**config.mk**
```make
export PLATFORM = sky130hd
export DESIGN_NAME = seg_scan_ctrl
export DESIGN_NICKNAME = d
export VERILOG_FILES = /design/src/rtl/seg_scan_ctrl.sv
export SDC_FILE = /design/constraint.sdc
export NUM_CORES = 1
export LEC_CHECK = 0
export ABC_AREA = 0
export ABC_CLOCK_PERIOD_IN_PS = 5400
export CAP_MARGIN = 20
export CORE_MARGIN = 4
export CORE_UTILIZATION = 30
export CTS_BUF_LIST = sky130_fd_sc_hd__clkbuf_4 sky130_fd_sc_hd__clkbuf_8 sky130_fd_sc_hd__clkbuf_16
export CTS_CLUSTER_DIAMETER = 150
export CTS_CLUSTER_SIZE = 10
export DETAILED_ROUTE_END_ITERATION = 8
export DONT_BUFFER_PORTS = 1
export HOLD_SLACK_MARGIN = 0.12
export PLACE_DENSITY = 0.51
export SETUP_SLACK_MARGIN = 0.02
export SYNTH_ARGS = -nofsm -noshare
export SYNTH_HDL_FRONTEND = slang
export SYNTH_SLANG_ARGS = --single-unit
```
**constraint.sdc**
```tcl
create_clock -name clk -period 5.4 [get_ports clk]
set_input_delay 0.54 -clock clk [delete_from_list [all_inputs] [get_ports clk]]
set_output_delay 0.54 -clock clk [all_outputs]
set_load 0.01 [all_outputs]
```
**src/rtl/seg_scan_ctrl.sv**
```systemverilog
// rtl/seg_scan_ctrl.sv - time-multiplexed digit scan controller sharing one seven-segment decoder
module seg_scan_ctrl #(
  parameter int NUM_DIGITS   = 4,
  parameter int SHOW_CYCLES  = 50000,
  parameter int GUARD_CYCLES = 500
) (
  input  logic                    clk,
  input  logic                    rst,
  input  logic                    load,
  input  logic [4*NUM_DIGITS-1:0] value,
  input  logic                    blank_lz,
  output logic [3:0]              num,
  output logic [NUM_DIGITS-1:0]   an,
  output logic                    blank,
  output logic                    frame_done
);

  localparam int MAX_CYC = (SHOW_CYCLES > GUARD_CYCLES) ? SHOW_CYCLES : GUARD_CYCLES;
  localparam int CW      = (MAX_CYC > 1) ? $clog2(MAX_CYC) : 1;
  localparam int DW      = $clog2(NUM_DIGITS);
  localparam int VW      = 4 * NUM_DIGITS;

  localparam logic [DW-1:0]         LAST_DIGIT = DW'(NUM_DIGITS - 1);
  localparam logic [CW-1:0]         SHOW_LAST  = CW'(SHOW_CYCLES - 1);
  localparam logic [CW-1:0]         GUARD_LAST = CW'(GUARD_CYCLES - 1);
  localparam logic [NUM_DIGITS-1:0] AN_ONE     = NUM_DIGITS'(1);

  typedef enum logic {
    ST_SHOW,
    ST_GUARD
  } state_t;

  state_t                state_q, state_d;
  logic [DW-1:0]         digit_q, digit_d;
  logic [CW-1:0]         cnt_q, cnt_d;
  logic                  start_q, start_d;
  logic [VW-1:0]         pending_q, pending_d;
  logic [VW-1:0]         active_q, active_d;
  logic [3:0]            num_q, num_d;
  logic [NUM_DIGITS-1:0] an_q, an_d;
  logic                  blank_q, blank_d;
  logic                  frame_done_q, frame_done_d;

  always_comb begin
    logic [NUM_DIGITS-1:0] zero_above;

    state_d   = state_q;
    digit_d   = digit_q;
    cnt_d     = cnt_q;
    start_d   = start_q;
    pending_d = load ? value : pending_q;
    active_d  = active_q;

    case (state_q)
      ST_SHOW: begin
        if (cnt_q == SHOW_LAST) begin
          state_d = ST_GUARD;
          cnt_d   = '0;
        end else begin
          cnt_d = cnt_q + CW'(1);
        end
      end
      ST_GUARD: begin
        // The post-reset guard gets one extra leading cycle so frame_done never overlaps reset.
        if (start_q) begin
          start_d = 1'b0;
        end else if (cnt_q == GUARD_LAST) begin
          state_d = ST_SHOW;
          cnt_d   = '0;
          if (digit_q == LAST_DIGIT) begin
            digit_d  = '0;
            active_d = load ? value : pending_q;
          end else begin
            digit_d = digit_q + DW'(1);
          end
        end else begin
          cnt_d = cnt_q + CW'(1);
        end
      end
      default: begin
        state_d = ST_GUARD;
      end
    endcase

    zero_above = '0;
    zero_above[NUM_DIGITS-1] = (active_d[VW-1 -: 4] == 4'h0);
    for (int k = NUM_DIGITS - 2; k >= 0; k--) begin
      zero_above[k] = zero_above[k+1] && (active_d[4*k +: 4] == 4'h0);
    end

    // Outputs are decoded from the next state so the registered copies match the state they describe.
    frame_done_d = (state_d == ST_GUARD) && !start_d && (digit_d == LAST_DIGIT) && (cnt_d == GUARD_LAST);
    an_d         = (state_d == ST_SHOW) ? (AN_ONE << digit_d) : '0;
    num_d        = active_d[{digit_d, 2'b00} +: 4];
    blank_d      = (state_d == ST_GUARD) || (blank_lz && (digit_d != '0) && zero_above[digit_d]);
  end

  always_ff @(posedge clk) begin
    if (rst) begin
      state_q      <= ST_GUARD;
      digit_q      <= LAST_DIGIT;
      cnt_q        <= '0;
      start_q      <= 1'b1;
      pending_q    <= '0;
      active_q     <= '0;
      num_q        <= 4'h0;
      an_q         <= '0;
      blank_q      <= 1'b1;
      frame_done_q <= 1'b0;
    end else begin
      state_q      <= state_d;
      digit_q      <= digit_d;
      cnt_q        <= cnt_d;
      start_q      <= start_d;
      pending_q    <= pending_d;
      active_q     <= active_d;
      num_q        <= num_d;
      an_q         <= an_d;
      blank_q      <= blank_d;
      frame_done_q <= frame_done_d;
    end
  end

  assign num        = num_q;
  assign an         = an_q;
  assign blank      = blank_q;
  assign frame_done = frame_done_q;

endmodule
```
==> impl_results.md, run 1 <==
* CTS resizes at 0
* Overall power at 0.886 mW
* Core ar. at 9730 sq um
* Max-Cap Viols at 0
* Top cells by area, synth: dfxtp_1 (42%), nor2_1 (7.3%), mux2i_1 (6.0%), o21ai_0 (4.4%), a211oi_1 (3.8%)
* Crit path buf inv count at 0
* Outcome: finished clean
* Max_slew headroom at 0.416
* Antenna Cells at 0
* Worst hold path class: input pin to flip-flop
* FF-to-FF Start: cnt_q[0]
* Register area share after synthesis at 0.416
* Number of synthesized flops with an enable pin at 0
* CTS Buf Count at 9
* R2r setup slk at 2.56 ns
* VDD IR-drop max at 0.136 mV
* Total Routing Usage GR at 0.132
* Clock sink total at 62
* RSZ-0062 raised after global routing: no
* HPWL Detailed at 4980 um
* Crit-path max FO at 11
* CP arrival at 3.13 ns
* Syn Area/Cell at 8.51 sq um
* CTS tree: yes
* Slew @ Worst Pin at 0.852 ns
* Period utilization at 0.525
* DRC violations left at 0
* Fin Setup TNS at 0 ns
* DP Worst Slack at 2.56 ns
* Synthesized area at 2990 sq um
* Reg2reg path depth at 7
* Worst Clk Skew at 0.0122 ns
* Iter 0 DRT Violations at 123
* Largest net degree at the start of global routing at 58
* Crit path to: num[1]
* Routed wire length at 7200 um
* CP max stage delay at 0.66 ns
* Largest delay contributor family on the critical path: multiplexers
* Hold Buf Count CTS at 0
* WL/cell at 15.1 um
* # IOs at 30
* Hold Fails Final Rpt at 0
* Die Y at 108 um
* R2R Path End: num[1]
* Placed Cells at 462
* Synth unique cells at 53
* Crit Path Class: flip-flop to flip-flop
* Largest area contributor in the netlist: dfxtp_1
* Post-CTS setup buffer count at 0
* Global placer's final weighted congestion at 0.812
* Worst setup EP type: flip-flop
* Synth async-reset ratio at 0
* Cell depth of the worst setup path at 7
* Final non-filler cell total at 478
* Antenna viol nets, final at 0
* Mapped Nets at 373
* H-tree lvl count at 3
* Final Slew Violations at 0
* Clock transition at path regs at 0.07 ns
* Port Buffers at 0
* Minimum clock period at 2.84 ns
* Die area at 11600 sq um
* #FFs+latches synth at 62
* Drt pass-1 iters at 4
* CTS Buffer Depth at 2
* CP max stage cell: mux2i_1
* Worst-Skew Late Latency at 0.36 ns
* Initial core utilization at 0.307
* Die width at 108 um
* Startpoint types: flip-flop
* Core Util, Final at 0.332
* Final worst slack at 2.56 ns
* Layout cells sized above 1 at 0.0812
* Vias in the first global route at 2380
* Pwr per Cell Area at 274 nW/um^2
* Rows at 36
* Vias/cell at 5.14
* Clock Tree Root: clkbuf_8
* Crit-path cells: ha_1 > nor4b_1 > nand4_2 > or2_4 > mux2i_1 > mux4_2 > nor2_1
* GR Overflow Total at 0
* Initial antenna violation count at 0
* Ys flop type: dfxtp_1
* Synth Instances at 351
* # nets final at 362
* Synth Warn # at 0
* Synth top area share at 0.416
* Fmax at 353 MHz
* Layout area overhead at 8.26%
* Critical Path Start: cnt_q[0]
* Setup violators final at 0
* Global-route wire length before repair at 11900 um
* Leakage at 1.20 nW
* Total number of vias at 2459
* Worst Path Required at 5.69 ns
==> layout by cell type (no fill, tap or decap), drive strengths merged, types with 5 or more instances in the layout <==
| cell | count |
|---|---|
| and3 | 7 |
| nand3 | 8 |
| o21ai | 26 |
| mux2i | 18 |
| a211oi | 15 |
| clkbuf | 9 |
| nor4 | 5 |
| a21oi | 15 |
| nand4 | 6 |
| nor3b | 5 |
| nand2 | 27 |
| nor2 | 59 |
| inv | 8 |
| nor2b | 6 |
| dfxtp | 62 |
| nor3 | 8 |
==> where the power goes <==
part	switching (mW)	leakage, nW	internal [mW]	total (mW)
Combinational	0.0196	0.603	0.0148	0.0344
Sequential	0.00559	0.503	0.465	0.471
Clock	0.209	0.0906	0.172	0.381
Total	0.234	1.20	0.652	0.886
==> logic make-up (layout without fill, tap and decap cells) <==
group	after synthesis	count (layout)	share of synthesized area
AND/OR/NAND/NOR	155	155	0.276
flip-flops	62	62	0.416
adder cells (fa/ha/maj)	2	2	0.00838
buffers and inverters	27	21	0.0398
AO/OA/AOI/OAI	85	85	0.189
multiplexers	20	20	0.0717
==> cells in the mapped netlist, types with 3 or more instances <==
cell type and instances:
nand2b_1 4, nand2_1 27, a311oi_1 3, nand4_1 4, nor2_1 58, o21ai_0 26, dfxtp_1 62, a21oi_1 15
nor4_1 4, and3_1 7, nand3_1 8, mux2i_1 18, nor3_1 8, a211oi_1 15, buf_2 8, or3_1 3
a211o_1 4, and4_1 4, nor3b_1 5, nor2b_1 6, inv_1 5, clkbuf_1 12, a21o_1 4
==> registers in the layout (all words and copies together) (netlist names) <==
signal / count
active_q: 16
cnt_q: 16
pending_q: 16
an: 4
num: 4
digit_q: 2
blank: 1
frame_done: 1
start_q: 1
state_q: 1
==> cell type report <==
class                   count  area (sq um)
clock buffers               9           124
fillers                  1050          6500
flip-flops and latches     62          1240
clock inverters             7          56.3
well taps                 133           166
inverters                   5          18.8
multi-input cells         262          1630
==> through the flow <==
stage	hold WS (ns)	cell area, sq um
6_report	0.260	3230
5_1_grt	0.234	3230
4_1_cts	0.236	3230
3_5_place_dp	0.486	3050
3_3_place_gp	0.481	3050
2_1_floorplan	0.456	2990
==> per-layer routing <==
layer / track usage / vias to the layer above / routed length, um
met1: 0.165 / 1129 / 3360
met4: 0.0730 / 0 / 189
met5: 0 / - / 0
met2: 0.201 / 58 / 3270
met3: 0.0384 / 15 / 385
li1: - / 1257 / -
==> worst min-delay path by stage <==
stage	from	to	slack, ns	depth (start not counted)
floorplan	pending_q[13]	pending_q[13]	0.46	2
global placement	pending_q[7]	pending_q[7]	0.48	2
detailed placement	active_q[6]	num[2]	0.49	2
CTS	rst	cnt_q[8]	0.24	1
global route	rst	cnt_q[9]	0.23	1
finish	rst	cnt_q[5]	0.26	1
(Power assumes the default switching activity.)
==> inputs of run 2 (changes only) <==
--- a/config.mk
+++ b/config.mk
@@ -6,7 +6,7 @@
 export NUM_CORES = 1
 export LEC_CHECK = 0
 export ABC_AREA = 0
-export ABC_CLOCK_PERIOD_IN_PS = 5400
+export ABC_CLOCK_PERIOD_IN_PS = 2700
 export CAP_MARGIN = 20
 export CORE_MARGIN = 4
 export CORE_UTILIZATION = 30
==> constraint.sdc (replaced) <==
create_clock -name clk -period 2.7 [get_ports clk]
set_input_delay 0.27 -clock clk [delete_from_list [all_inputs] [get_ports clk]]
set_output_delay 0.27 -clock clk [all_outputs]
set_load 0.01 [all_outputs]
==> impl_results.md, run 2 (same netlist as run 1, synthesis figures left out) <==
* Outcome: finished clean
* Commonest non-fill, non-tap cell in the layout: dfxtp_1
* Routed wire length at 7570 um (+5.2%)
* Most frequent cells in the layout: dfxtp_1 (62), nor2_1 (58), nand2_1 (27)
* Period utilization at 0.904 (+0.379)
* Vias/cell at 5.07 (-1.5%)
* Fill count at 1054 (+0.38%)
* Minimum clock period at 2.44 ns (-0.394 ns)
* GR Overflow Total at 0 (unchanged)
* Placed Cells at 475 (+2.8%)
* Largest net degree at the start of global routing at 56 (-3.4%)
* Largest regs: active_q: 16 flops, cnt_q: 16 flops, pending_q: 16 flops
* Overall power at 1.80 mW (+100%)
* Post-CTS setup buffer count at 0 (unchanged)
* Layout area overhead at 17.3%
* HPWL Detailed at 5330 um (+6.9%)
* Clock Tree Root: clkbuf_8
* Fin Setup TNS at 0 ns (unchanged)
* Clock transition at path regs at 0.08 ns (about the same)
* Total number of vias at 2565 (+4.3%)
* Iter 0 DRT Violations at 115 (-6.5%)
* Worst setup EP type: flip-flop
* Final non-filler cell total at 506 (+5.9%)
* # IOs at 30 (unchanged)
* CP max stage delay at 0.42 ns (-0.24 ns)
* Leakage at 1.33 nW (+11%)
* Antenna Cells at 0 (unchanged)
* Total Routing Usage GR at 0.138 (+0.00664)
* Die width at 108 um (unchanged)
* Initial antenna violation count at 0 (unchanged)
* Clock sink total at 62 (unchanged)
* Global-route wire length before repair at 12700 um (+6.7%)
* CTS tree: yes
* Vias in the first global route at 2607 (+9.5%)
* Worst hold path class: input pin to flip-flop
* CTS Buf Count at 9 (unchanged)
* Pwr per Cell Area at 515 nW/um^2 (+88%)
* RSZ-0062 raised after global routing: no
* DRC violations left at 0 (unchanged)
* Layout cells sized above 1 at 0.121 (+0.0395)
* Port Buffers at 0 (unchanged)
* Die Y at 108 um (unchanged)
* CP arrival at 2.70 ns (-0.43 ns)
* Global placer's final weighted congestion at 0.901 (+11%)
* Crit-path max FO at 9 (-2)
* Startpoint types: flip-flop
* CP max stage cell: nor4bb_1
* Worst Clk Skew at 0.00772 ns (-0.00446 ns)
* Crit Path Class: flip-flop to flip-flop
* Slew @ Worst Pin at 0.484 ns (-0.368 ns)
* Crit-path cells: ha_2 > and3_1 > a41o_2 > a21boi_4 > nor3_1 > o21ai_0 > nor4bb_1 > nor4b_2
* Worst-Skew Late Latency at 0.34 ns (-0.02 ns)
* CTS Buffer Depth at 2 (unchanged)
* VDD IR-drop max at 0.267 mV (+97%)
* Final Slew Violations at 0 (unchanged)
* R2r setup slk at 0.26 ns (-2.31 ns)
* # nets final at 390 (+7.7%)
* Final worst slack at 0.259 ns (-2.31 ns)
* H-tree lvl count at 3 (unchanged)
* Initial core utilization at 0.307 (unchanged)
* WL/cell at 15.0 um (-0.65%)
* Antenna viol nets, final at 0 (unchanged)
* Die area at 11600 sq um (unchanged)
* Fmax at 410 MHz (+16%)
* Max-Cap Viols at 0 (unchanged)
* DP Worst Slack at 0.187 ns (-2.37 ns)
* Max_slew headroom at 0.677 (+0.261)
* Core ar. at 9730 sq um (unchanged)
* Setup violators final at 0 (unchanged)
* Worst Path Required at 2.96 ns (-2.73 ns)
* Hold Fails Final Rpt at 0 (unchanged)
* Drt pass-1 iters at 4 (unchanged)
* Rows at 36 (unchanged)
-- run 2: cell types whose count changed in the layout (fill, tap and decap cells not counted) --
cell,before,now
clkinvlp_4,1,2
inv_6,3,2
dlygate4sd3_1,0,14
buf_12,0,1
nor4b_2,2,3
ha_2,0,1
a41o_1,1,0
inv_8,0,1
clkinv_4,2,1
buf_4,0,13
a41o_2,0,1
ha_1,2,1
nor4b_1,1,0
-- run 2: routing by layer --
metal	vias up	share of wire	wire length (um)	global-route usage
met5	-	0	0	0
met4	0	0.028	210	0.0739
met3	17	0.040	302	0.0288
met2	60	0.47	3560	0.219
met1	1177	0.46	3500	0.175
li1	1311	-	-	-
-- run 2: worst max-delay path: cells and delay by family (launching register included) --
| family | cells | cell delay, ns |
|---|---|---|
| AND/OR/NAND/NOR | 4 | 1.11 |
| adder cells (fa/ha/maj) | 1 | 0.23 |
| AO/OA/AOI/OAI | 3 | 0.66 |
| flip-flops | 1 | 0.36 |
-- run 2: area by class of cell --
type                       count  area [sq um]  area share
clock buffer                   9           124      0.0354
tap                          133           166      0.0475
sequential                    62          1240       0.355
inverter                       5          18.8     0.00536
clock inverter                 7          57.6      0.0164
multi-input combinational    262          1640       0.467
timing repair buffer          28           258      0.0736
-- run 2: path summary, 6_finish.rpt --
check,start,endpoint,depth (start not counted)
worst max-delay path,cnt_q[1],frame_done,8
worst min-delay path,value[12],pending_q[12],2
worst max register to register,cnt_q[1],frame_done,8
worst min register to register,pending_q[13],pending_q[13],2
-- run 2: what timing repair did --
item / in CTS / in global routing
endpoints found under the hold margin: 56 / 0
gates resized for setup: 0 / 3
endpoints found under the setup margin: 0 / 5
hold buffers: 15 / 0
-- run 2: power by group --
part	internal (mW)	switching, mW
clock	0.345	0.406
sequential	0.931	0.0101
combinational	0.0507	0.0609
total	1.33	0.478
-- run 2: per-stage QoR --
stage / instance area [sq um] / hold WS (ns) / utilization
after floorplan: 2990 / 0.383 / -
after global placement: 3150 / 0.354 / 0.324
after detailed placement: 3150 / 0.353 / 0.324
after CTS: 3490 / 0.124 / 0.359
after global routing: 3500 / 0.142 / 0.360
final: 3500 / 0.142 / 0.360
==> RTL edit 1 (config.mk and constraints of run 2) <==
Set the parameter `GUARD_CYCLES` to 250 (it was 500).
--- a/src/rtl/seg_scan_ctrl.sv
+++ b/src/rtl/seg_scan_ctrl.sv
@@ -4,3 +4,3 @@
   parameter int SHOW_CYCLES  = 50000,
-  parameter int GUARD_CYCLES = 500
+  parameter int GUARD_CYCLES = 250
 ) (
Check against the original RTL: no difference found for any inputs over 10 cycles, from zero or initial values and one cycle with rst high; that may be too few to reach the edited logic, so the function may still have changed.
==> RTL edit 1 against run 2 <==
Wire length up 5.9%. Worst setup slack got worse by 0.22 ns. Sequential cell count did not move. Synthesized area rose by 1.9%. Power is 12% higher. Sequential share of layout area decreased by 3.8 points. Maximum frequency shrank 8.2%. Cell area is 12% higher. Utilization up 4.1 points. Critical endpoint unchanged.
==> RTL edit 1: results (changes against run 2) <==
* Routed WL at 8022 um (+5.9%)
* Synth Area in XOR/XNOR at 0.005759 (+0.005759)
* Min-Delay Startpoint: value[7]
* Sequential-to-total area share from yosys stat at 0.4081 (-0.007696)
* Routed vias at 2,667 (+4.0%)
* Area of the multi-input gates at 0.001759 sq mm (+7.6%)
* Final net count at 423 (+8.5%)
* Number of global-route vias before repair at 2,635 (+1.1%)
* Peak supply drop at 0.2960 mV (+11%)
* Ratio of cells with drive above 1 in the final layout at 0.2395 (+0.1189)
* Compound-Gate Fraction of Synth Area at 0.1526 (-0.03599)
* Logic inverters at 13 (+8)
* Slack of the worst reg-to-reg path at 0.04 ns (-0.22 ns)
* Clock buf/inv share at 0.05886 (+0.007038)
* Hold Path End: pending_q[7]
* Switching part of the total at 0.2345 (-0.03025)
* Worst R2R Path Depth at 10 (+2)
* Syn Nets at 377 (+1.1%)
* Mux cell area share after synthesis at 0.1176 (+0.04598)
* Final Hold Slack at 0.1269 ns (-0.01459 ns)
* Seq_cells at 62 (unchanged)
* Data arrival time of the worst path at 2.91 ns (+0.21 ns)
* Status: finished clean
* Initial DRC count at 93 (-19%)
* NonClk Buf Share at 0.1228 (+0.04919)
* Non-clock buffer count at 57 (+100%)
* Fillers at 1,016 (-3.6%)
* Multi-In Gates at 257 (-1.9%)
* Commonest cells post-synth: dfxtp_1, nor2_1, a21oi_1, o21ai_0, mux2i_1
* Synth top area cells: dfxtp_1, nor2_1, mux2i_1, mux2_2, a21oi_1
-- RTL edit 1: cell count changes after synthesis, moves of 6 or more --
cell	run 2	this run
o21ai_0	26	19
mux2_2	1	10
inv_1	5	13
nand2_1	27	16
nor3_1	8	15
buf_2	8	2
a211oi_1	15	7
-- RTL edit 1: per-layer routing --
metal,part of all wire,track usage
met1,0.45,0.1696
met2,0.50,0.2414
met3,0.039,0.04500
met4,0.014,0.05050
met5,0,0
-- RTL edit 1: metrics by stage --
step | cells | area (sq um) | setup slack, ns | power, mW | utilization
finish | 538 | 3933 | 0.04147 | 2.025 | 0.4005
detailed placement | 496 | 3339 | 0.02247 | 1.045 | 0.3401
global placement | 496 | 3339 | 0.02029 | 1.045 | 0.3401
CTS | 527 | 3746 | 0.03988 | 2.041 | 0.3815
global route | 538 | 3933 | -0.06191 | 2.117 | 0.4005
floorplan | 354 | 3042 | 0.1286 | 1.037 | -
==> RTL edit 2 (settings of run 2) <==
Made on the original files. Add an input register stage for `load`, `value` and `blank_lz`, with the module's reset; this delays them by one clock.
--- a/src/rtl/seg_scan_ctrl.sv
+++ b/src/rtl/seg_scan_ctrl.sv
@@ -32,2 +32,18 @@
 
+  logic load_q;
+  logic [4*NUM_DIGITS-1:0] value_q;
+  logic blank_lz_q;
+
+  always_ff @(posedge clk) begin
+    if (rst) begin
+      load_q     <= '0;
+      value_q    <= '0;
+      blank_lz_q <= '0;
+    end else begin
+      load_q     <= load;
+      value_q    <= value;
+      blank_lz_q <= blank_lz;
+    end
+  end
+
   state_t                state_q, state_d;
@@ -50,3 +66,3 @@
     start_d   = start_q;
-    pending_d = load ? value : pending_q;
+    pending_d = load_q ? value_q : pending_q;
     active_d  = active_q;
@@ -71,3 +87,3 @@
             digit_d  = '0;
-            active_d = load ? value : pending_q;
+            active_d = load_q ? value_q : pending_q;
           end else begin
@@ -94,3 +110,3 @@
     num_d        = active_d[{digit_d, 2'b00} +: 4];
-    blank_d      = (state_d == ST_GUARD) || (blank_lz && (digit_d != '0) && zero_above[digit_d]);
+    blank_d      = (state_d == ST_GUARD) || (blank_lz_q && (digit_d != '0) && zero_above[digit_d]);
   end
Function: no difference found for any inputs over 10 cycles, from zero or initial values and one cycle with rst high; that may be too few to reach the edited logic, so the function may still have changed.
==> RTL edit 2 against run 2 <==
Synthesized cell count up 2.3%. Worst setup slack worse by 0.11 ns. Sequential cell count increased by 18. Wire length increased by 5.4%. Synthesized area grew 17%. Power rose by 50%. Cell area up 22%. Worst hold slack improved by 0.064 ns. Highest routed layer unchanged.
==> RTL edit 2: results (changes against run 2) <==
* Crit-path max cell delay at 0.56 ns (+0.14 ns)
* Port Buf Inserts at 0 (unchanged)
* Hold/Removal Path Class: in2reg
* Final net count at 410 (+5.1%)
* Status: finished clean
* Slew Limit Headroom at 0.6782 (+0.001631)
* Routed vias at 2,718 (+6.0%)
* First-pass GRT wire length at 13,030 um (+2.7%)
* Cell at the slowest stage of the critical path: or4b_4
* Mux cell area share after synthesis at 0.1341 (+0.06238)
* Pre-CTS setup slack at 0.1062 ns (-0.08102 ns)
* Leak at 1.729 nW (+30%)
* Ratio of cells with drive above 1 in the final layout at 0.1883 (+0.06765)
* Final GP Congestion at 0.8751 (-2.9%)
* CP max FO at 8 (-1)
* Synth cell types at 61 (+15%)
* Clock latency on the worst-skew pair at 0.33 ns
* Largest net degree at the start of global routing at 74 (+32%)
* Peak supply drop at 0.3500 mV (+31%)
* Share of the synthesized area in the top cell type at 0.4588 (+0.04302)
* Number of global-route vias before repair at 2,579 (-1.1%)
* Initial DRC count at 185 (+61%)
* Total CTS buffers at 9 (unchanged)
* Drt pass-1 iters at 5 (+1)
* Routed WL at 7984 um (+5.4%)
* Commonest cells post-synth: dfxtp_1, nor2_1, nor2b_1
* Hold buffers post-CTS at 19 (+4)
* Data arrival time of the worst path at 2.82 ns (+0.12 ns)
* Post-DP HPWL at 5474 um (+2.8%)
* Worst-margin pin slew at 0.4782 ns (-0.005262 ns)
* Clock transition at the registers of the reported paths at 0.06 ns (-0.02 ns)
* Synth top area cells: dfxtp_1, nor2b_1, mux2i_1, mux2_2, nor2_1
* Synth Area in XOR/XNOR at 0.005018 (+0.005018)
* Syn Nets at 381 (+2.1%)
* Global Route Usage Sum at 0.1248 (-0.01337)
* Sequential-to-total area share from yosys stat at 0.4588 (+0.04302)
* Root buffer cell: clkbuf_16
* Synth Area in Adders at 0.007168 (-0.001214)
-- RTL edit 2: through the flow --
step	cell area [sq um]	instances	total power, mW
2_1_floorplan	3491	359	1.324
3_5_place_dp	3729	500	1.332
5_1_grt	4285	536	2.809
3_3_place_gp	3729	500	1.332
4_1_cts	4274	535	2.740
6_report	4285	536	2.707
-- RTL edit 2: critical path, delay by kind of cell (launching register included) --
| family | cells | cell delay, ns |
|---|---|---|
| flops | 1 | 0.31 |
| mux | 2 | 0.80 |
| simple gates | 4 | 1.37 |
-- RTL edit 2: path summary, 6_finish.rpt --
check                                 from      end  slack [ns]  depth (start not counted)
worst max register to register    cnt_q[9]   num[3]        0.15                          6
worst min register to register  blank_lz_q    blank        0.49                          2
worst max-delay path              cnt_q[9]   num[3]        0.15                          6
worst min-delay path                   rst  state_q        0.21                          1
-- RTL edit 2: cell type report --
cell class	count	area [sq um]
Timing Repair Buffer	40	377.9
Multi-Input combinational cell	249	1758
Sequential cell	80	1603
Inverter	8	30.03
Clock buffer	11	252.7
Tap cell	143	178.9
Clock inverter	5	85.08
Fill cell	1157	7133
-- RTL edit 2: logic make-up after synthesis --
kind of cell               after synthesis
xor gates and xnor gates                 2
muxes                                   38
AOI/OAI and AO/OA                       57
adders and majority gates                2
and+or+nand+nor                        150
DFF                                     80
buffers and inverters                   30
-- RTL edit 2: where the power goes --
part	total, mW	internal [mW]	switching [mW]
Combinational	0.128	0.0635	0.0642
Sequential	1.22	1.21	0.0131
Clock	1.36	0.867	0.495
-- RTL edit 2: layer usage --
layer	up-vias	part of all wire	track usage	routed length (um)
li1	1340	-	-	-
met1	1295	0.47	0.1688	3777
met2	68	0.44	0.1787	3476
met3	15	0.070	0.04648	560
met4	0	0.021	0.05182	170
met5	-	0	0	0
